`config.mk`:
```
export PLATFORM = sky130hd
export DESIGN_NAME = s_1
export DESIGN_NICKNAME = d
export VERILOG_FILES = /design/src/rtl/s_1.sv
export SDC_FILE = /design/constraint.sdc
export NUM_CORES = 1
export LEC_CHECK = 0
export BUFFER_PORTS_ARGS = -buffer_cell sky130_fd_sc_hd__buf_2
export CAP_MARGIN = 25
export CORE_UTILIZATION = 38
export CTS_CLUSTER_DIAMETER = 80
export DETAILED_ROUTE_END_ITERATION = 16
export GPL_TIMING_DRIVEN = 0
export PLACE_DENSITY = 0.67
export SYNTH_ARGS = -nofsm -noshare
export SYNTH_HDL_FRONTEND = slang
export SYNTH_SLANG_ARGS = --single-unit
```
`constraint.sdc`:
```
create_clock -name clk -period 0.8 [get_ports clk]
set_input_delay 0.04 -clock clk [delete_from_list [all_inputs] [get_ports clk]]
set_output_delay 0.04 -clock clk [all_outputs]
set_load 0.005 [all_outputs]
```
`src/rtl/s_1.sv`:
```
// Registered SHA-256 big-sigma-1 stage: s1 = ROTR6(x) ^ ROTR11(x) ^ ROTR25(x).
// A valid strobe travels alongside so round pipelines can track occupancy.
module s_1 #(
    parameter int WIDTH = 32
) (
    input  logic             clk,
    input  logic             rst_n,
    input  logic [WIDTH-1:0] x,
    input  logic             in_valid,
    output logic [WIDTH-1:0] s1,
    output logic             out_valid
);

    localparam int ROT_A = 6;
    localparam int ROT_B = 11;
    localparam int ROT_C = 25;

    logic [WIDTH-1:0] rot_a;
    logic [WIDTH-1:0] rot_b;
    logic [WIDTH-1:0] rot_c;
    logic [WIDTH-1:0] sigma;

    // Rotations are pure wiring; the only logic in front of the register is a 3-input XOR per bit.
    always_comb begin
        rot_a = (x >> ROT_A) | (x << (WIDTH - ROT_A));
        rot_b = (x >> ROT_B) | (x << (WIDTH - ROT_B));
        rot_c = (x >> ROT_C) | (x << (WIDTH - ROT_C));
        sigma = rot_a ^ rot_b ^ rot_c;
    end

    // s1 loads every cycle regardless of in_valid; consumers qualify it with out_valid.
    always_ff @(posedge clk) begin
        if (!rst_n) begin
            s1        <= '0;
            out_valid <= 1'b0;
        end else begin
            s1        <= sigma;
            out_valid <= in_valid;
        end
    end

endmodule

```
==> results of run 1 <==
[layout make-up]
class                   instances  area, µm²  area share
clock inverters                 1      5.005    0.002538
clock buffers                   7      96.34     0.04886
multi-input cells              85      794.5      0.4029
repair buffers                 67      340.3      0.1726
plain buffers                   3      15.01    0.007614
well taps                      48      60.06     0.03046
flip-flops and latches         33      660.6      0.3350
[synthesized netlist by cell type]
| library cell | instances | area, µm² |
|---|---|---|
| dfxtp_1 | 33 | 660.6 |
| xnor3_1 | 8 | 180.2 |
| mux2i_1 | 24 | 240.2 |
| and2_1 | 1 | 6.260 |
| nand2_1 | 10 | 37.54 |
| nor2b_1 | 5 | 31.28 |
| nand2b_1 | 10 | 62.56 |
| nor2b_2 | 3 | 26.28 |
| xnor2_1 | 24 | 210.2 |
| buf_2 | 3 | 15.01 |
[kinds of logic after synthesis]
| logic type | count (synthesis) |
|---|---|
| XOR/XNOR | 32 |
| multiplexers | 24 |
| buffers and inverters | 3 |
| AND/OR/NAND/NOR | 29 |
| flip-flops | 33 |
[metal layers]
layer | GRT usage | routed length, µm
met1 | 0.1871 | 1339
met2 | 0.2899 | 1502
met3 | 0.05536 | 240
met4 | 0.05833 | 25
met5 | 0 | 0
[final timing paths]
path   start  slack [ns]     end
min    x[12]        0.06   s1[1]
max   s1[13]        0.06  s1[13]
[through the flow]
step                TNS [ns]  power, mW  utilization
floorplan                  0      2.321            -
global placement           0      2.655       0.5044
detailed placement  -0.06230      2.674       0.5044
CTS                        0      4.037       0.5346
global route               0      4.174       0.5346
finish                     0      3.973       0.5346
[where the power goes]
| part | switching, mW | total [mW] | internal, mW |
|---|---|---|---|
| Clock | 0.565 | 1.34 | 0.777 |
| Combinational | 0.339 | 0.794 | 0.455 |
| Sequential | 0.0352 | 1.84 | 1.80 |
| Total | 0.939 | 3.97 | 3.03 |
[flip-flops by register name (all words and copies together) (netlist names)]
name       cells
out_valid      1
s1            32
[repair_timing]
action / in CTS / in global routing
setup buffers: 0 / 0
hold buffers: 1 / 0
endpoints found under the hold margin: 1 / 0
==> flow_summary_export.csv, run 1 <==
group,metric,value,unit
sta,relSlewSlack,0.8498,
sta,fmax,1.348,GHz
die,dieWidth,64.20,µm
setup_path,cp-end-kind,"output port",
setup_path,critical_path_peak_fanout,1,
clocking,h-tree-depth,2,
clocking,clk_pin_slew,0.07,ns
sta,rsz0062_at_grt,"false",
sta,final.setup.worst_slack,0.05834,ns
synthesis,syn_area,1470,µm²
clocking,cts_buffer_depth,2,
final_layout,final_cells,244,
setup_path,critPathMaxStageDelay,0.32,ns
min_path,hold_depth,3,
detailed_routing,dr.pass1.iters,4,
pwr,peakVddDrop,1.078,mV
global_routing,antenna_found_initial,0,
final_layout,n_antenna_cell,0,
place,dp.cells,235,
clocking,numCtsBuffers,5,
die,fp.coreArea,3689,µm²
detailed_routing,vias,1098,
die,die-area,4122,µm²
final_layout,final_cell_mix,"69 x buf_2, 33 x dfxtp_1, 24 x xnor2_1, 24 x mux2i_1",
final_layout,fillers,346,
detailed_routing,drt_iter0_drc,34,
synthesis,postSynthAreaPerCell,12.15,µm²
sta,finalSetupViolCount,0,
synthesis,synthAdderAreaFrac,0,
detailed_routing,routedWlPerCell,12.73,µm
synthesis,synth_seq_area_share,0.4494,
sta,worst_pin_slew,0.2253,ns
pwr,p_leak,1.022,nW
clocking,numClockSinks,33,
setup_path,cp_cell_sequence,"buf_2",
global_routing,grt_pass1_vias,1171,
synthesis,synth_compound_area_frac,0,
die,initial_core_util,0.3986,
setup_path,path_class,"flop to output port",
synthesis,syn_nets,156,
synthesis,synth_xor_xnor_area_share,0.2655,
final_layout,final_common_cell,"buf_2",
synthesis,yosys.area_share.simple,0.1115,
die,fp.dieH,64.20,µm
sta,final_max_slew_viol_count,0,
synthesis,syn_inst,121,
synthesis,yosysWarnings,0,
place,dpl_cell_area,1861,µm²
setup_path,cp-start-kind,"flop",
place,gp_congestion,0.7091,
run,drv_cap,0,
sta,hold_ws,0.06401,ns
detailed_routing,ant_nets,0,
final_layout,layout-drive-gt1-share,0.4082,
setup_path,path_buf_inv,1,
detailed_routing,wl,3107,µm
synthesis,synth_top_family_by_area,"XOR/XNOR gates",
final_layout,syn2layout_area_growth,34.13,%
clocking,cts.repair.resized,0,
global_routing,grt_usage,0.1658,
sta,fin_crit_sh,0.9271,
setup_path,cp_data_arrival_time,0.70,ns
clocking,cts_tree,"yes",
synthesis,yosys.cell_types.count,10,
die,num_rows,22,
global_routing,grt_max_degree,11,
global_routing,gr-total-overflow,0,
detailed_routing,drc,0,
synthesis,muxShareOfSynthArea,0.1634,
die,ios,68,
clocking,cts-root-buf,"clkbuf_8",
sta,finalWorstPathRequiredPeriod,0.7417,ns
place,place_hpwl,2489,µm
status,status,"finished, final reports clean",
global_routing,grt_pass1_wl,5112,µm
setup_path,cp.depth,1,
place,io_buffers,66,
place,dpl_worst_slack,-0.04283,ns
final_layout,design_area,1972,µm²
final_layout,nNetsFinal,230,
setup_path,crit_path_top_delay_cell,"dfxtp_1",
setup_path,cp_top_family,"flip-flops",
synthesis,synth_seq_cells,33,
detailed_routing,via_per_inst,4.500,
pwr,p_per_area,2015,nW/µm²
sta,hold_viol,0,
setup_path,cp.required,0.76,ns
min_path,worst_hold_path_type,"primary input to flop",
No activity file was read; power rests on OpenSTA's default activity.
==> run 2, diff against run 1 <==
--- a/config.mk
+++ b/config.mk
@@ -7,11 +7,13 @@
 export LEC_CHECK = 0
 export BUFFER_PORTS_ARGS = -buffer_cell sky130_fd_sc_hd__buf_2
 export CAP_MARGIN = 25
-export CORE_UTILIZATION = 38
+export CELL_PAD_IN_SITES_DETAIL_PLACEMENT = 0
+export CELL_PAD_IN_SITES_GLOBAL_PLACEMENT = 1
+export CORE_UTILIZATION = 34
 export CTS_CLUSTER_DIAMETER = 80
 export DETAILED_ROUTE_END_ITERATION = 16
 export GPL_TIMING_DRIVEN = 0
-export PLACE_DENSITY = 0.67
+export PLACE_DENSITY_LB_ADDON = 0.1
 export SYNTH_ARGS = -nofsm -noshare
 export SYNTH_HDL_FRONTEND = slang
 export SYNTH_SLANG_ARGS = --single-unit
==> run 2 against run 1 <==
  * Critical path depth stayed put
  * Global-route usage is 0.92 points lower
  * First-iteration DRC count is 12% lower
  * Clock power is 7% lower
  * Critical path type unchanged
==> flow_summary_export.csv, run 2 (same netlist as run 1, synthesis figures left out) <==
group,metric,value,unit
final_layout,syn2layout_area_growth,33.28,%
setup_path,critical_path_peak_fanout,1,
setup_path,endpoint,"s1[1]",
pwr,p_int,2.938,mW
clocking,numClockSinks,33,
place,place_hpwl,2493,µm
clocking,cts_tree,"yes",
pwr,p_per_area,1978,nW/µm²
min_path,worst_hold_path_type,"primary input to flop",
detailed_routing,wl,3230,µm
setup_path,cp_cell_sequence,"buf_2",
clocking,cts_buffer_depth,2,
clocking,cts-root-buf,"clkbuf_8",
pwr,p_clk_frac,0.323,
setup_path,crit_start,"s1[1]",
detailed_routing,ant_nets,0,
sta,hold_viol,0,
die,num_rows,23,
setup_path,cp-start-kind,"flop",
place,dpl_worst_slack,-0.03958,ns
setup_path,crit_path_top_delay_cell,"dfxtp_1",
global_routing,grt_pass1_vias,1073,
clocking,clk_pin_slew,0.07,ns
place,dpl_cell_area,1863,µm²
sta,fin_crit_sh,0.9253,
pwr,p_leak,1.012,nW
sta,finalWorstPathRequiredPeriod,0.7402,ns
global_routing,grt_max_degree,11,
clocking,postCtsSetupBuffers,0,
run,drv_cap,0,
detailed_routing,dr.pass1.iters,3,
setup_path,cp_top_family,"flip-flops",
sta,worst_pin_slew,0.2304,ns
setup_path,cp.depth,1,
detailed_routing,drc,0,
final_layout,nNetsFinal,230,
setup_path,path_buf_inv,1,
die,fp.coreArea,4086,µm²
final_layout,layout-drive-gt1-share,0.4000,
die,initial_core_util,0.3598,
detailed_routing,vias,1068,
final_layout,largestRegisters,"s1 (32), out_valid (1)",
final_layout,n_antenna_cell,0,
sta,final.setup.worst_slack,0.05979,ns
clocking,cts.repair.resized,0,
sta,fmax,1.351,GHz
place,io_buffers,66,
die,dieWidth,67.76,µm
die,fp.dieH,67.76,µm
pwr,p_sw,0.9379,mW
global_routing,gr-total-overflow,0,
setup_path,critPathMaxStageDelay,0.31,ns
place,gp_congestion,0.7053,
global_routing,grt_usage,0.1566,
global_routing,antenna_found_initial,0,
pwr,power_frac_seq,0.472,
final_layout,top_register,"s1",
setup_path,cp_data_arrival_time,0.70,ns
final_layout,largest_register_ffs,32,
sta,finalSetupViolCount,0,
setup_path,cp-end-kind,"output port",
detailed_routing,drt_iter0_drc,30,
die,ios,68,
setup_path,path_class,"flop to output port",
pwr,comb_power_share,0.205,
detailed_routing,via_per_inst,4.359,
clocking,numCtsBuffers,5,
final_layout,final_cell_mix,"69 x buf_2, 33 x dfxtp_1, 24 x xnor2_1, 24 x mux2i_1",
die,die-area,4591,µm²
final_layout,final_common_cell,"buf_2",
global_routing,grt_pass1_wl,5009,µm
sta,final_max_slew_viol_count,0,
detailed_routing,routedWlPerCell,13.18,µm
pwr,peakVddDrop,0.9789,mV
sta,relSlewSlack,0.8453,
clocking,h-tree-depth,2,
sta,rsz0062_at_grt,"false",
status,status,"finished, final reports clean",
pwr,switching_share,0.2420,
setup_path,cp.required,0.76,ns
final_layout,design_area,1959,µm²
[run 2: changes by cell type in the layout (fill, tap and decap cells not counted), sizes merged]
cell / previous run / this run
clkinv: 1 / 0
[run 2: worst min-delay path by stage]
stage              from   endpoint  slack (ns)  cells past startpoint
2_1_floorplan  in_valid  out_valid        0.17                      1
3_3_place_gp   in_valid  out_valid        0.25                      2
3_5_place_dp   in_valid  out_valid        0.25                      2
4_1_cts           x[12]      s1[1]        0.06                      3
5_1_grt           x[28]      s1[3]        0.07                      3
6_report          x[19]     s1[13]        0.07                      3
[run 2: power by group through the flow]
stage | clock network (mW) | logic [mW] | registers (mW)
after floorplan | 0 | 0.421 | 1.90
after global placement | 0 | 0.793 | 1.87
after detailed placement | 0 | 0.802 | 1.87
after CTS | 1.30 | 0.811 | 1.83
after global routing | 1.37 | 0.880 | 1.85
final | 1.25 | 0.794 | 1.83
[run 2: layer usage]
layer | GRT usage | vias up | routed length (µm) | part of all wire
li1 | - | 541 | - | -
met1 | 0.1830 | 483 | 1390 | 0.43
met2 | 0.2562 | 38 | 1565 | 0.48
met3 | 0.05743 | 6 | 225 | 0.070
met4 | 0.06383 | 0 | 49 | 0.015
met5 | 0 | - | 0 | 0
[run 2: per-stage QoR]
step	hold slack (ns)	cells	util	setup TNS [ns]	total power, mW
6_report	0.06548	245	0.4795	0	3.876
2_1_floorplan	0.1673	121	-	0	2.321
3_5_place_dp	0.2536	237	0.4559	-0.05641	2.670
4_1_cts	0.05822	245	0.4795	0	3.941
3_3_place_gp	0.2474	237	0.4559	-0.07808	2.663
5_1_grt	0.07017	245	0.4795	0	4.101
[run 2: cell type report]
class / instances / area, µm²
Sequential cell: 33 / 660.6
Tap cell: 50 / 62.56
Multi-Input combinational cell: 85 / 794.5
Timing Repair Buffer: 67 / 340.3
Clock buffer: 7 / 86.33
Buffer: 3 / 15.01
Fill cell: 389 / 2127
[run 2: worst min-delay path: cells and delay by family]
family | cells | cell delay [ns]
multiplexers | 1 | 0.06
AND/OR/NAND/NOR | 1 | 0.07
buffers and inverters | 1 | 0.12
[run 2: timing repair]
action,CTS,global route
hold endpoints to repair,1,0
setup endpoints to repair,0,0
hold buffers,1,0
==> run 3, diff against run 2 <==
--- a/config.mk
+++ b/config.mk
@@ -5,13 +5,13 @@
 export SDC_FILE = /design/constraint.sdc
 export NUM_CORES = 1
 export LEC_CHECK = 0
-export BUFFER_PORTS_ARGS = -buffer_cell sky130_fd_sc_hd__buf_2
 export CAP_MARGIN = 25
 export CELL_PAD_IN_SITES_DETAIL_PLACEMENT = 0
 export CELL_PAD_IN_SITES_GLOBAL_PLACEMENT = 1
-export CORE_UTILIZATION = 34
+export CORE_UTILIZATION = 38
 export CTS_CLUSTER_DIAMETER = 80
 export DETAILED_ROUTE_END_ITERATION = 16
+export DONT_BUFFER_PORTS = 1
 export GPL_TIMING_DRIVEN = 0
 export PLACE_DENSITY_LB_ADDON = 0.1
 export SYNTH_ARGS = -nofsm -noshare
==> run 3 against run 2 <==
  * The flow now finishes with violations (negative hold slack)
  * Clock power fell by 6%
  * Count of clock-buffer cells in the layout rose by 1
  * Via count fell by 8.5%
  * Critical path type is now primary input to flop
==> flow_summary_export.csv, run 3 (same netlist as run 1, synthesis figures left out) <==
group,metric,value,unit
global_routing,gr-usage-met3,0.06607,
setup_path,crit_start,"x[22]",
final_layout,layout-drive-gt1-share,0.1032,
die,fp.dieH,64.20,µm
die,die-area,4122,µm²
detailed_routing,drc,0,
sta,fmax,1.263,GHz
pwr,p_per_area,1933,nW/µm²
die,ios,68,
final_layout,nNetsFinal,189,
final_layout,largest_register_ffs,32,
setup_path,path_buf_inv,1,
clocking,cts_buffer_depth,2,
status,status,"finished with violations",
global_routing,grt_usage,0.1768,
sta,fin_crit_sh,0.9894,
detailed_routing,ant_nets,0,
final_layout,largestRegisters,"s1 (32), out_valid (1)",
clocking,cts-root-buf,"clkbuf_8",
detailed_routing,drt_iter0_drc,22,
setup_path,cp_top_family,"buffers and inverters",
clocking,cts_tree,"yes",
detailed_routing,vias,977,
setup_path,cp-end-kind,"flop",
global_routing,grt_pass1_vias,1034,
setup_path,cp.required,1.01,ns
detailed_routing,wl,3436,µm
setup_path,cp_cell_sequence,"xnor2_1 > dlygate4sd3_1 > mux2i_1",
detailed_routing,via_per_inst,4.813,
clocking,h-tree-depth,2,
sta,finalSetupViolCount,0,
detailed_routing,routedWlPerCell,16.93,µm
sta,relSlewSlack,0.8326,
final_layout,design_area,1918,µm²
global_routing,antenna_found_initial,0,
global_routing,busiest_layer,"met2",
final_layout,final_cells,203,
setup_path,cp_data_arrival_time,1.00,ns
setup_path,endpoint,"s1[16]",
global_routing,gr-usage-met1,0.1938,
setup_path,path_class,"primary input to flop",
place,io_buffers,0,
final_layout,final_common_cell,"dfxtp_1",
global_routing,grt_max_degree,11,
final_layout,syn2layout_area_growth,30.47,%
global_routing,use_met2,0.2926,
final_layout,n_antenna_cell,0,
clocking,clk_pin_slew,0.06,ns
setup_path,crit_path_top_delay_cell,"dlygate4sd3_1",
die,initial_core_util,0.3986,
setup_path,cp-start-kind,"primary input",
pwr,peakVddDrop,0.6657,mV
final_layout,final_cell_mix,"33 x dfxtp_1, 24 x mux2i_1, 22 x dlygate4sd3_1",
clocking,numCtsBuffers,5,
die,dieWidth,64.20,µm
place,gp_congestion,0.6392,
place,dpl_worst_slack,-0.02632,ns
setup_path,critical_path_peak_fanout,3,
setup_path,critPathMaxStageDelay,0.60,ns
sta,hold_ws,-0.07361,ns
final_layout,utilization,0.5200,
setup_path,cp.depth,3,
sta,final.setup.worst_slack,0.008458,ns
clocking,numClockSinks,33,
final_layout,top_register,"s1",
die,fp.coreArea,3689,µm²
place,place_hpwl,2362,µm
clocking,postCtsSetupBuffers,0,
pwr,p_leak,0.8878,nW
min_path,worst_hold_path_type,"primary input to flop",
status,violations,"negative hold slack",
final_layout,fillers,347,
place,dp.cells,169,
die,num_rows,22,
sta,hold_viol,15,
sta,worst_pin_slew,0.2510,ns
place,dpl_cell_area,1530,µm²
sta,final_max_slew_viol_count,0,
detailed_routing,dr.pass1.iters,3,
run,drv_cap,0,
global_routing,grt_pass1_wl,5154,µm
global_routing,gr-total-overflow,0,
sta,finalWorstPathRequiredPeriod,0.7915,ns
run 3: cell types whose count changed in the layout (fill, tap and decap cells not counted):
cell / previous run / this run
dlygate4sd3_1: 1 / 22
buf_2: 69 / 3
clkbuf_8: 6 / 5
clkbuf_1: 1 / 3
xnor2_1: 24 / 19
xnor2_2: 0 / 5
dlymetal6s4s_1: 0 / 4
run 3: timing repair:
action / CTS / global route
hold buffers: 23 / 3
hold endpoints to repair: 33 / 15
resized for setup: 0 / 9
endpoints found under the setup margin: 0 / 6
run 3: power breakdown:
part           internal, mW  switching [mW]
Clock                 0.617           0.564
Sequential             1.80          0.0808
Combinational         0.430           0.212
Total                  2.85           0.857
run 3: per-stage QoR:
stage | TNS (ns) | total power [mW]
6_report | 0 | 3.708
5_1_grt | -0.01175 | 3.903
4_1_cts | 0 | 3.736
3_5_place_dp | -0.04997 | 2.398
3_3_place_gp | -0.04819 | 2.387
2_1_floorplan | 0 | 2.321
run 3: worst min-delay path by stage:
stage / depth (start not counted) / slack (ns) / startpoint / to
final: 2 / -0.07 / x[10] / s1[4]
after global routing: 2 / -0.07 / x[10] / s1[4]
after CTS: 2 / -0.09 / x[28] / s1[3]
after detailed placement: 1 / 0.18 / in_valid / out_valid
after global placement: 1 / 0.17 / in_valid / out_valid
after floorplan: 1 / 0.17 / in_valid / out_valid
run 3: area by class of cell:
type / count / area (µm²) / share of cell area
buffer: 3 / 15.01 / 0.007828
clock buffer: 8 / 80.08 / 0.04175
multi-input combinational: 85 / 832.0 / 0.4338
sequential: 33 / 660.6 / 0.3444
tap: 48 / 60.06 / 0.03131
timing repair buffer: 26 / 270.3 / 0.1409
run 3: layer usage:
layer	vias up	wire length [µm]
li1	464	-
met1	461	1372
met2	45	1749
met3	7	249
met4	0	64
met5	-	0
